[config.mk]
export PLATFORM = sky130hd
export DESIGN_NAME = irrigation_ctrl
export DESIGN_NICKNAME = d
export VERILOG_FILES = /design/src/rtl/irrigation_pkg.sv /design/src/rtl/irrigation_ctrl_debounce.sv /design/src/rtl/irrigation_ctrl.sv
export SDC_FILE = /design/constraint.sdc
export NUM_CORES = 1
export LEC_CHECK = 0
export CORE_MARGIN = 3
export CORE_UTILIZATION = 48
export CTS_CLUSTER_SIZE = 16
export DETAILED_ROUTE_END_ITERATION = 10
export PLACE_DENSITY = 0.73
export SETUP_SLACK_MARGIN = 0.02
export SYNTH_ARGS = -nofsm -noshare
export SYNTH_HDL_FRONTEND = slang
export SYNTH_SLANG_ARGS = --single-unit
[constraint.sdc]
create_clock -name Clk -period 1.5 [get_ports Clk]
set_input_delay 0.225 -clock Clk [delete_from_list [all_inputs] [get_ports Clk]]
set_output_delay 0.225 -clock Clk [all_outputs]
set_load 0.01 [all_outputs]
[src/rtl/irrigation_pkg.sv]
// Shared state codes, tank-level constants and default timing parameters for irrigation_ctrl.
// Pure declarations; no latency, no flow control.
package irrigation_pkg;

    typedef enum logic [2:0] {
        S_IDLE     = 3'd0,
        S_FILL     = 3'd1,
        S_IRRIGATE = 3'd2,
        S_FAULT    = 3'd3
    } state_t;

    localparam logic [1:0] LVL_EMPTY = 2'b00;
    localparam logic [1:0] LVL_FULL  = 2'b11;

    localparam int DEB_CYCLES_DEF    = 8;
    localparam int MIN_ON_CYCLES_DEF = 16;
    localparam int FILL_TIMEOUT_DEF  = 64;

endpackage

[src/rtl/irrigation_ctrl_debounce.sv]
// Two-flop synchroniser plus run-length debounce for a slow asynchronous sensor.
// Latency 2 + DEB_CYCLES cycles from d_in change to d_db change; no backpressure.
module input_debounce #(
    parameter int DEB_CYCLES = 8
) (
    input  logic Clk,
    input  logic Rst,
    input  logic d_in,
    output logic d_db
);
    localparam int CW = $clog2(DEB_CYCLES + 1);

    logic          sync_a;
    logic          sync_b;
    logic [CW-1:0] run_cnt;

    // run_cnt counts consecutive synced samples that disagree with d_db
    always_ff @(posedge Clk) begin
        if (Rst) begin
            sync_a  <= 1'b0;
            sync_b  <= 1'b0;
            run_cnt <= '0;
            d_db    <= 1'b0;
        end else begin
            sync_a <= d_in;
            sync_b <= sync_a;
            if (sync_b == d_db) begin
                run_cnt <= '0;
            end else if (run_cnt == CW'(DEB_CYCLES - 1)) begin
                d_db    <= sync_b;
                run_cnt <= '0;
            end else begin
                run_cnt <= run_cnt + CW'(1);
            end
        end
    end

endmodule

[src/rtl/irrigation_ctrl.sv]
// Supervisory irrigation FSM: drives level-counter direction, inlet valve, sprinkler and fill fault.
// Outputs registered from next state (valid first cycle of new state); no backpressure. Option: RAIN_INHIBIT_EN.
module irrigation_ctrl
    import irrigation_pkg::*;
#(
    parameter int DEB_CYCLES    = DEB_CYCLES_DEF,
    parameter int MIN_ON_CYCLES = MIN_ON_CYCLES_DEF,
    parameter int FILL_TIMEOUT  = FILL_TIMEOUT_DEF
) (
    input  logic       Clk,
    input  logic       Rst,
    input  logic       Q1,
    input  logic       Q0,
    input  logic       dry_in,
    input  logic       rain_in,
    input  logic       fault_clr,
    output logic       Y,
    output logic       inlet_valve,
    output logic       sprinkler,
    output logic       fault,
    output logic [2:0] state_o
);
    localparam int FW = $clog2(FILL_TIMEOUT + 1);
    localparam int OW = $clog2(MIN_ON_CYCLES + 1);

    state_t        state;
    state_t        next_state;
    logic [FW-1:0] fill_tmr;
    logic [OW-1:0] on_tmr;
    logic [1:0]    level;
    logic          dry_db;
    logic          irrigate_ok;
    logic          rain_stop;

    assign level   = {Q1, Q0};
    assign state_o = state;

    input_debounce #(.DEB_CYCLES(DEB_CYCLES)) u_dry_db (
        .Clk  (Clk),
        .Rst  (Rst),
        .d_in (dry_in),
        .d_db (dry_db)
    );

`ifdef RAIN_INHIBIT_EN
    logic rain_db;

    input_debounce #(.DEB_CYCLES(DEB_CYCLES)) u_rain_db (
        .Clk  (Clk),
        .Rst  (Rst),
        .d_in (rain_in),
        .d_db (rain_db)
    );

    assign irrigate_ok = dry_db && !rain_db;
    assign rain_stop   = rain_db;
`else
    logic rain_unused;

    assign rain_unused = rain_in;
    assign irrigate_ok = dry_db;
    assign rain_stop   = 1'b0;
`endif

    always_comb begin
        next_state = state;
        case (state)
            S_IDLE: begin
                if (level == LVL_EMPTY)
                    next_state = S_FILL;
                else if (irrigate_ok)
                    next_state = S_IRRIGATE;
            end
            S_FILL: begin
                if (level == LVL_FULL)
                    next_state = S_IDLE;
                else if (fill_tmr == FW'(FILL_TIMEOUT - 1))
                    next_state = S_FAULT;
            end
            S_IRRIGATE: begin
                // an empty tank beats every other exit to protect the pump
                if (level == LVL_EMPTY)
                    next_state = S_FILL;
                else if (rain_stop)
                    next_state = S_IDLE;
                else if (!dry_db && (on_tmr >= OW'(MIN_ON_CYCLES - 1)))
                    next_state = S_IDLE;
            end
            S_FAULT: begin
                if (fault_clr)
                    next_state = S_IDLE;
            end
            default: next_state = S_IDLE;
        endcase
    end

    always_ff @(posedge Clk) begin
        if (Rst) begin
            state       <= S_IDLE;
            fill_tmr    <= '0;
            on_tmr      <= '0;
            Y           <= 1'b0;
            inlet_valve <= 1'b0;
            sprinkler   <= 1'b0;
            fault       <= 1'b0;
        end else begin
            state <= next_state;

            // timers sit at zero outside their state, so each starts at 0 on entry
            if (state == S_FILL) begin
                if (fill_tmr != FW'(FILL_TIMEOUT))
                    fill_tmr <= fill_tmr + FW'(1);
            end else begin
                fill_tmr <= '0;
            end

            if (state == S_IRRIGATE) begin
                if (on_tmr != OW'(MIN_ON_CYCLES))
                    on_tmr <= on_tmr + OW'(1);
            end else begin
                on_tmr <= '0;
            end

            case (next_state)
                S_FILL:     Y <= 1'b1;
                S_IRRIGATE: Y <= 1'b0;
                default:    Y <= Y;
            endcase
            inlet_valve <= (next_state == S_FILL);
            sprinkler   <= (next_state == S_IRRIGATE);
            fault       <= (next_state == S_FAULT);
        end
    end

endmodule
==> results of run 1 <==
[per-stage QoR]
| stage | setup slack [ns] | TNS [ns] |
|---|---|---|
| finish | 0.007304 | 0 |
| global route | -0.06839 | -0.1302 |
| CTS | 0.02328 | 0 |
| detailed placement | -0.01388 | -0.02319 |
| global placement | 0.01259 | 0 |
| floorplan | 0.06069 | 0 |
[repair_timing]
| item | 4_1_cts | 5_1_grt |
|---|---|---|
| pin swaps | 4 | 4 |
| setup buffers | 1 | 0 |
| endpoints found under the setup margin | 6 | 6 |
| gates resized for setup | 14 | 5 |
| endpoints found under the hold margin | 0 | 0 |
[synth_stat cells, types with 3 or more instances]
| cell type | n |
|---|---|
| dfxtp_1 | 26 |
| nand4_1 | 3 |
| nand3_1 | 4 |
| nand3b_1 | 4 |
| xnor2_1 | 7 |
| nand2_1 | 5 |
| and2_1 | 3 |
| ha_1 | 6 |
| a21oi_1 | 3 |
| xor2_1 | 5 |
| inv_1 | 7 |
| nor2_1 | 19 |
| and3_1 | 3 |
[critical path, stage by stage, from the launching register on]
cell	delay (ns)
dfxtp_2	0.36
ha_4	0.16
and3_4	0.18
ha_4	0.16
nor2_4	0.09
a31oi_4	0.10
o211ai_2	0.20
and3_4	0.20
[state kept, by name (all words and copies together), names as in the netlist]
signal            flops
fill_tmr              7
on_tmr                5
u_dry_db.run_cnt      4
state_o               3
Y                     1
fault                 1
inlet_valve           1
sprinkler             1
u_dry_db.d_db         1
u_dry_db.sync_a       1
u_dry_db.sync_b       1
[cells by family (layout without fill, tap and decap cells)]
kind of cell / after synthesis / count (layout) / share of synthesized area
fa+ha+maj: 6 / 6 / 0.06507
xor+xnor: 12 / 12 / 0.09111
other cells: 1 / 1 / 0.003251
compound gates: 9 / 9 / 0.05640
mux: 2 / 2 / 0.01735
buf+inv: 8 / 32 / 0.02603
flops: 26 / 26 / 0.4512
simple gates: 56 / 56 / 0.2896
[layer usage]
layer / track usage / share of wire / vias to the layer above
met1: 0.2224 / 0.47 / 417
met3: 0.03485 / 0.048 / 4
met5: 0 / 0 / -
met4: 0.06478 / 0.011 / 0
met2: 0.2657 / 0.47 / 19
li1: - / - / 450
[power by group through the flow]
stage | Clock, W | Sequential, W | Combinational [W]
final | 0.000464 | 0.000706 | 0.0000575
after global placement | 0 | 0.000722 | 0.0000571
after detailed placement | 0 | 0.000722 | 0.0000584
after CTS | 0.000476 | 0.000706 | 0.0000572
after global routing | 0.000499 | 0.000708 | 0.0000634
after floorplan | 0 | 0.000723 | 0.0000227
[worst max path at each step]
stage | start | endpoint | depth (start not counted)
after floorplan | on_tmr[0] | sprinkler | 7
after global placement | on_tmr[0] | sprinkler | 7
after detailed placement | on_tmr[0] | sprinkler | 7
after CTS | state_o[1] | state_o[1] | 1
after global routing | on_tmr[0] | sprinkler | 7
final | on_tmr[1] | sprinkler | 7
[cell type report]
cell class | instances | area (sq um)
fillers | 208 | 767.0
multi-input cells | 86 | 660.6
flip-flops and latches | 26 | 529.3
repair buffers | 20 | 180.2
well taps | 28 | 35.03
clock inverters | 1 | 30.03
inverters | 8 | 30.03
clock buffers | 3 | 22.52
==> flow_summary.json, run 1 <==
{
  "status": "finished, final reports clean",
  "area_growth_pct": 28.96,
  "rows": 17,
  "path_max_fanout": 3,
  "crit_path_start_kind": "flop",
  "grt_pass1_vias": 871,
  "final_area_sq_um": 1488,
  "skew_ns": 0.004612,
  "first_iter_violations": 6,
  "wl_per_cell_microns": 12.51,
  "grt_usage": 0.1677,
  "clock_path_buffers": 2,
  "ys_top_cells_by_area": "dfxtp_1 45%, ha_1 6.5%, nor2_1 6.2%",
  "synthArstFlopShare": 0,
  "stdcell_count": 172,
  "fmax_mhz": 669.9,
  "die_h_microns": 55.03,
  "clock-sinks": 26,
  "root_buffer": "clkbuf_4",
  "layout.cells.most_common": "dfxtp_1",
  "ant_nets": 0,
  "switching_share": 0.1847,
  "path_class": "reg -> reg",
  "p_clk_frac": 0.378,
  "synth_nets": 133,
  "grt_first_pass_wirelength_microns": 3663,
  "fp.dieArea_sq_um": 3028,
  "gp_congestion": 0.8603,
  "synth_top_flop_cell": "dfxtp_1",
  "antenna_cells": 0,
  "path_clk_slew_ns": 0.14,
  "holdPathStages": 1,
  "synth-seq-cells": 26,
  "slew_violations": 0,
  "p_leak_nw": 0.5771,
  "num_vias": 890,
  "fin_crit_sh": 0.9951,
  "holdWs_ns": 0.4551,
  "setup_viol": 0,
  "timing.rr.end": "sprinkler",
  "power_density_nw_per_um2": 825.3,
  "p_int_w": 0.001001,
  "placed_cell_area_sq_um": 1361,
  "start_util": 0.5117,
  "synth_top_area_cell": "dfxtp_1",
  "yosysTopAreaCellShare": 0.4512,
  "fin_nets": 158,
  "synth_enable_flop_cells": 0,
  "report.power.total_w": 0.001228,
  "syn_inst": 120,
  "first_pass_iters": 4,
  "rr_startpoint": "on_tmr[1]",
  "post-route-drc-count": 0,
  "cp.arrival_ns": 1.76,
  "core_area_sq_um": 2255,
  "peakVddDrop_v": 0.0005950,
  "hold_violations": 0,
  "hp-start": "u_dry_db.run_cnt[0]",
  "ys_seq_area_frac": 0.4512,
  "die_x_microns": 55.03,
  "rrSetupSlack_ns": 0.007,
  "ys.warnings.count": 0,
  "min_path_type": "reg -> reg",
  "pwr-share-seq": 0.575,
  "synth_area_sq_um": 1154,
  "numCtsBuffers": 3,
  "antenna_found_initial": 0,
  "hpwl_microns": 1628,
  "cts_tree": "built",
  "io_pins": 14,
  "postCtsHoldBufs": 0,
  "postSynthAreaPerCell_sq_um": 9.613,
  "port_buffers": 12,
  "dp_cells": 167,
  "layout-drive-gt1-share": 0.2361,
  "cp-end-kind": "flop",
  "clk_latency_ns": 0.31,
  "drt-total-wl_microns": 2152,
  "worstRegToRegCells": 7,
  "maxCapViolations": 0,
  "min_to": "u_dry_db.run_cnt[0]",
  "grt_overflow": 0,
  "rsz0062_at_grt": "true",
  "switching_power_w": 0.0002268,
  "post-route-min-period_ns": 1.493,
  "crit_required_ns": 1.77,
  "p_comb_frac": 0.047,
  "fin_util": 0.6598,
  "htreeDepth": 1,
  "via_per_inst": 5.174,
  "yosysUniqueCellTypes": 33,
  "grt_max_degree": 16,
  "mostFrequentLayoutCells": "21 x dfxtp_1, 18 x nor2_1, 9 x clkdlybuf4s50_1"
}
(Power assumes the default switching activity.)
==> run 2, diff against run 1 <==
--- a/config.mk
+++ b/config.mk
@@ -6,10 +6,11 @@
 export NUM_CORES = 1
 export LEC_CHECK = 0
 export CORE_MARGIN = 3
-export CORE_UTILIZATION = 48
+export CORE_UTILIZATION = 52
 export CTS_CLUSTER_SIZE = 16
 export DETAILED_ROUTE_END_ITERATION = 10
-export PLACE_DENSITY = 0.73
+export GPL_ROUTABILITY_DRIVEN = 1
+export PLACE_DENSITY = 0.75
 export SETUP_SLACK_MARGIN = 0.02
 export SYNTH_ARGS = -nofsm -noshare
 export SYNTH_HDL_FRONTEND = slang
==> constraint.sdc (replaced) <==
create_clock -name Clk -period 1.6 [get_ports Clk]
set_input_delay 0.24 -clock Clk [delete_from_list [all_inputs] [get_ports Clk]]
set_output_delay 0.24 -clock Clk [all_outputs]
set_load 0.01 [all_outputs]
==> flow_summary.json, run 2 (synthesized netlist as in run 1, its figures left out) <==
{
  "status": "finished, final reports clean",
  "rows": 16,
  "postCtsHoldBufs": 0,
  "power_density_nw_per_um2": 704.0,
  "top_register": "fill_tmr",
  "via_per_inst": 5.194,
  "antenna_cells": 0,
  "largestRegisters": "fill_tmr (7), on_tmr (5), u_dry_db.run_cnt (4)",
  "clock_path_buffers": 2,
  "peakVddDrop_v": 0.0004409,
  "die_x_microns": 53.10,
  "htreeDepth": 1,
  "critPathBufInv": 0,
  "first_iter_violations": 14,
  "rrSetupSlack_ns": 0.06,
  "grt_usage": 0.1698,
  "rsz0062_at_grt": "true",
  "fin_crit_sh": 0.9595,
  "timing.rr.end": "sprinkler",
  "rr_startpoint": "on_tmr[0]",
  "antenna_found_initial": 0,
  "slowest_delay_ns": 0.37,
  "crit_chain": "ha_4 -> and3_1 -> ha_2 -> nor2_2 -> a31oi_2 -> o211ai_2 -> and3_1",
  "cp-endpoint": "sprinkler",
  "die_h_microns": 53.10,
  "p_leak_nw": 0.5106,
  "stdcell_count": 165,
  "start_util": 0.5705,
  "crit_path_start_kind": "flop",
  "gp_congestion": 0.8395,
  "startpoint": "on_tmr[0]",
  "worstRegToRegCells": 7,
  "slew_violations": 0,
  "fmax_mhz": 651.4,
  "grt_max_degree": 14,
  "drt-total-wl_microns": 1968,
  "path_clk_slew_ns": 0.13,
  "root_buffer": "clkbuf_4",
  "hold_violations": 0,
  "mostFrequentLayoutCells": "22 x dfxtp_1, 18 x nor2_1, 12 x clkdlybuf4s50_1",
  "wl_per_cell_microns": 11.93,
  "io_pins": 14,
  "numCtsBuffers": 3,
  "fin_nets": 153,
  "holdWs_ns": 0.4634,
  "clock-sinks": 26,
  "crit_required_ns": 1.85,
  "skew_ns": 0.006717,
  "nFillCells": 168,
  "hpwl_microns": 1538,
  "slowest_stage": "dfxtp_2",
  "setup_viol": 0,
  "placed_cell_area_sq_um": 1330,
  "post-route-min-period_ns": 1.535,
  "fin_setup_tns_ns": 0,
  "clk_latency_ns": 0.30,
  "path_max_fanout": 4,
  "post-route-drc-count": 0,
  "critical-path-top-delay-family": "simple AND/OR/NAND/NOR gates",
  "cts_tree": "built",
  "postCtsSetupRepairBufs": 0,
  "final_area_sq_um": 1384,
  "crit_top_cell": "and3_1",
  "core_area_sq_um": 2022,
  "num_vias": 857,
  "cp-end-kind": "flop",
  "layout.cells.most_common": "dfxtp_1",
  "first_pass_iters": 4,
  "grt_pass1_vias": 833,
  "grt_overflow": 0,
  "min_path_type": "reg -> reg",
  "grt_first_pass_wirelength_microns": 3560,
  "ant_nets": 0,
  "cp.depth": 7,
  "layout-drive-gt1-share": 0.1812,
  "dp_cells": 162,
  "cp.arrival_ns": 1.79,
  "fp.dieArea_sq_um": 2820,
  "largest_reg_flops": 7,
  "area_growth_pct": 19.96,
  "port_buffers": 12,
  "report.power.total_w": 0.0009742,
  "path_class": "reg -> reg",
  "maxCapViolations": 0
}
==> run 2: metal layers <==
| metal | track usage | part of all wire | routed length (microns) |
|---|---|---|---|
| met4 | 0.06383 | 0.0091 | 18 |
| met2 | 0.2955 | 0.47 | 916 |
| met3 | 0.03099 | 0.042 | 83 |
| met1 | 0.2052 | 0.48 | 950 |
| met5 | 0 | 0 | 0 |
==> run 2: metrics by stage <==
stage | utilization | worst slack [ns]
floorplan | - | 0.1607
global placement | 0.6578 | 0.05198
detailed placement | 0.6578 | 0.02596
CTS | 0.6714 | 0.02163
global route | 0.6844 | -0.01836
finish | 0.6844 | 0.06486
==> run 2: worst register-to-register path: cells and delay by family, from the launching register on <==
kind                     cells  cell delay, ns
AO/OA/AOI/OAI                2            0.32
adder cells (fa/ha/maj)      2            0.33
AND/OR/NAND/NOR              3            0.46
flip-flops                   1            0.37
==> run 2: report_power, final <==
part / leakage (nW) / switching (W) / internal [W] / total, W
Combinational: 0.284 / 0.0000226 / 0.0000320 / 0.0000547
Clock: 0.0138 / 0.000170 / 0.0000878 / 0.000258
Sequential: 0.212 / 0.00000774 / 0.000654 / 0.000662
==> run 2: final cells by class <==
| type | instances | area, sq um | share of cell area |
|---|---|---|---|
| Clock buffer | 3 | 22.52 | 0.01627 |
| Inverter | 8 | 30.03 | 0.02170 |
| Sequential cell | 26 | 528.0 | 0.3816 |
| Multi-Input combinational cell | 86 | 626.9 | 0.4530 |
| Tap cell | 27 | 33.78 | 0.02441 |
| Timing Repair Buffer | 15 | 142.6 | 0.1031 |
==> run 2: what timing repair did <==
action	CTS	global route
hold endpoints to repair	0	0
cloned	0	0
setup endpoints to repair	6	4
resized for setup	4	6
pin swaps	1	3
==> run 2: worst min path at each step <==
stage	startpoint	to	depth (start not counted)
6_report	u_dry_db.sync_a	u_dry_db.sync_b	1
3_3_place_gp	u_dry_db.run_cnt[0]	u_dry_db.run_cnt[0]	1
2_1_floorplan	Rst	u_dry_db.d_db	1
4_1_cts	dry_in	u_dry_db.sync_a	2
5_1_grt	dry_in	u_dry_db.sync_a	2
3_5_place_dp	u_dry_db.run_cnt[0]	u_dry_db.run_cnt[0]	1
==> run 3, diff against run 2 <==
--- a/config.mk
+++ b/config.mk
@@ -5,12 +5,14 @@
 export SDC_FILE = /design/constraint.sdc
 export NUM_CORES = 1
 export LEC_CHECK = 0
+export CELL_PAD_IN_SITES_DETAIL_PLACEMENT = 2
+export CELL_PAD_IN_SITES_GLOBAL_PLACEMENT = 2
 export CORE_MARGIN = 3
-export CORE_UTILIZATION = 52
+export CORE_UTILIZATION = 33
 export CTS_CLUSTER_SIZE = 16
 export DETAILED_ROUTE_END_ITERATION = 10
-export GPL_ROUTABILITY_DRIVEN = 1
-export PLACE_DENSITY = 0.75
+export GPL_ROUTABILITY_DRIVEN = 0
+export PLACE_DENSITY = 0.78
 export SETUP_SLACK_MARGIN = 0.02
 export SYNTH_ARGS = -nofsm -noshare
 export SYNTH_HDL_FRONTEND = slang
==> flow_summary.json, run 3 (synthesized netlist as in run 1, its figures left out) <==
{
  "status": "finished, final reports clean",
  "fin_setup_tns_ns": 0,
  "root_buffer": "clkbuf_4",
  "rsz0062_at_grt": "true",
  "htreeDepth": 1,
  "grt_max_degree": 14,
  "core_area_sq_um": 3203,
  "path_clk_slew_ns": 0.13,
  "antenna_found_initial": 0,
  "io_pins": 14,
  "slowest_delay_ns": 0.54,
  "slew_violations": 0,
  "post-route-min-period_ns": 1.509,
  "port_buffers": 12,
  "clock-sinks": 26,
  "via_per_inst": 4.891,
  "post-route-drc-count": 0,
  "top_register": "fill_tmr",
  "grt_first_pass_wirelength_microns": 5016,
  "clock_path_buffers": 2,
  "layout-drive-gt1-share": 0.2000,
  "maxCapViolations": 0,
  "start_util": 0.3602,
  "clk_latency_ns": 0.31,
  "area_growth_pct": 23.10,
  "startpoint": "state_o[2]",
  "mostFrequentLayoutCells": "22 x dfxtp_1, 18 x nor2_1, 12 x clkdlybuf4s50_1",
  "crit_path_start_kind": "flop",
  "worstRegToRegCells": 7,
  "largestRegisters": "fill_tmr (7), on_tmr (5), u_dry_db.run_cnt (4)",
  "crit_chain": "clkdlybuf4s50_1",
  "rr_startpoint": "on_tmr[0]",
  "setup_viol": 0,
  "critPathBufInv": 1,
  "nFillCells": 361,
  "slowest_stage": "clkdlybuf4s50_1",
  "path_max_fanout": 6,
  "cp.arrival_ns": 1.27,
  "critical-path-top-delay-family": "buffers and inverters",
  "final_area_sq_um": 1420,
  "die_x_microns": 65.13,
  "largest_reg_flops": 7,
  "hold_violations": 0,
  "rows": 20,
  "grt_usage": 0.1546,
  "hpwl_microns": 2169,
  "holdPathStages": 1,
  "setup_ws_ns": 0.09071,
  "layout.cells.most_common": "dfxtp_1",
  "num_vias": 900,
  "rrSetupSlack_ns": 0.10,
  "timing.rr.end": "sprinkler",
  "fp.dieArea_sq_um": 4241,
  "fin_crit_sh": 0.9433,
  "wl_per_cell_microns": 14.48,
  "first_pass_iters": 3,
  "fmax_mhz": 662.6,
  "path_class": "reg -> out",
  "grt_overflow": 0,
  "dp_slack_ns": 0.03077,
  "holdWs_ns": 0.4631,
  "drt-total-wl_microns": 2664,
  "first_iter_violations": 5,
  "min_path_type": "reg -> reg",
  "die_h_microns": 65.13,
  "ant_nets": 0,
  "crit_required_ns": 1.36,
  "cts_tree": "built",
  "placed_cell_area_sq_um": 1366,
  "cp-end-kind": "primary output",
  "antenna_cells": 0,
  "power_density_nw_per_um2": 693.6,
  "grt_pass1_vias": 1030,
  "hp-start": "u_dry_db.sync_a",
  "p_leak_nw": 0.5256,
  "min_to": "u_dry_db.sync_b",
  "peakVddDrop_v": 0.0003070,
  "fin_nets": 155,
  "fin_util": 0.4434,
  "numCtsBuffers": 3,
  "skew_ns": 0.007050
}
==> run 3: how the worst max path moves through the flow <==
stage	to	slack (ns)	cells after the start
floorplan	sprinkler	0.16	7
global placement	sprinkler	0.09	7
detailed placement	Y	0.03	5
CTS	sprinkler	0.02	7
global route	sprinkler	-0.002	7
finish	state_o[2]	0.09	1
==> run 3: cell type report <==
class                           count  area, sq um  area share
Clock buffer                        3        22.52     0.01586
Timing Repair Buffer               17        157.7      0.1110
Inverter                            8        30.03     0.02115
Tap cell                           44        55.05     0.03877
Sequential cell                    26        530.5      0.3736
Multi-Input combinational cell     86        624.3      0.4396
==> run 3: repair_timing <==
action / 4_1_cts / 5_1_grt
buffers inserted: 0 / 0
setup endpoints to repair: 2 / 5
pin swaps: 0 / 4
resized for setup: 2 / 10
hold buffers: 0 / 0
==> run 3: layer usage <==
metal	routed length [microns]	GRT usage	part of all wire	vias to the layer above
li1	-	-	-	441
met1	1203	0.1773	0.45	444
met2	1368	0.2937	0.51	13
met3	73	0.03761	0.027	2
met4	19	0.02332	0.0071	0
met5	0	0	0	-
==> run 3: stage by stage <==
| stage | total power (W) | instances |
|---|---|---|
| 2_1_floorplan | 0.0006988 | 120 |
| 3_3_place_gp | 0.0007319 | 181 |
| 3_5_place_dp | 0.0007347 | 181 |
| 4_1_cts | 0.001004 | 184 |
| 5_1_grt | 0.001037 | 184 |
| 6_report | 0.0009849 | 184 |
==> run 3: where the power goes <==
part	internal [W]	leakage, nW	switching, W
registers	0.000654	0.213	0.00000826
logic	0.0000322	0.299	0.0000243
clock network	0.0000879	0.0138	0.000179
total	0.000774	0.526	0.000211
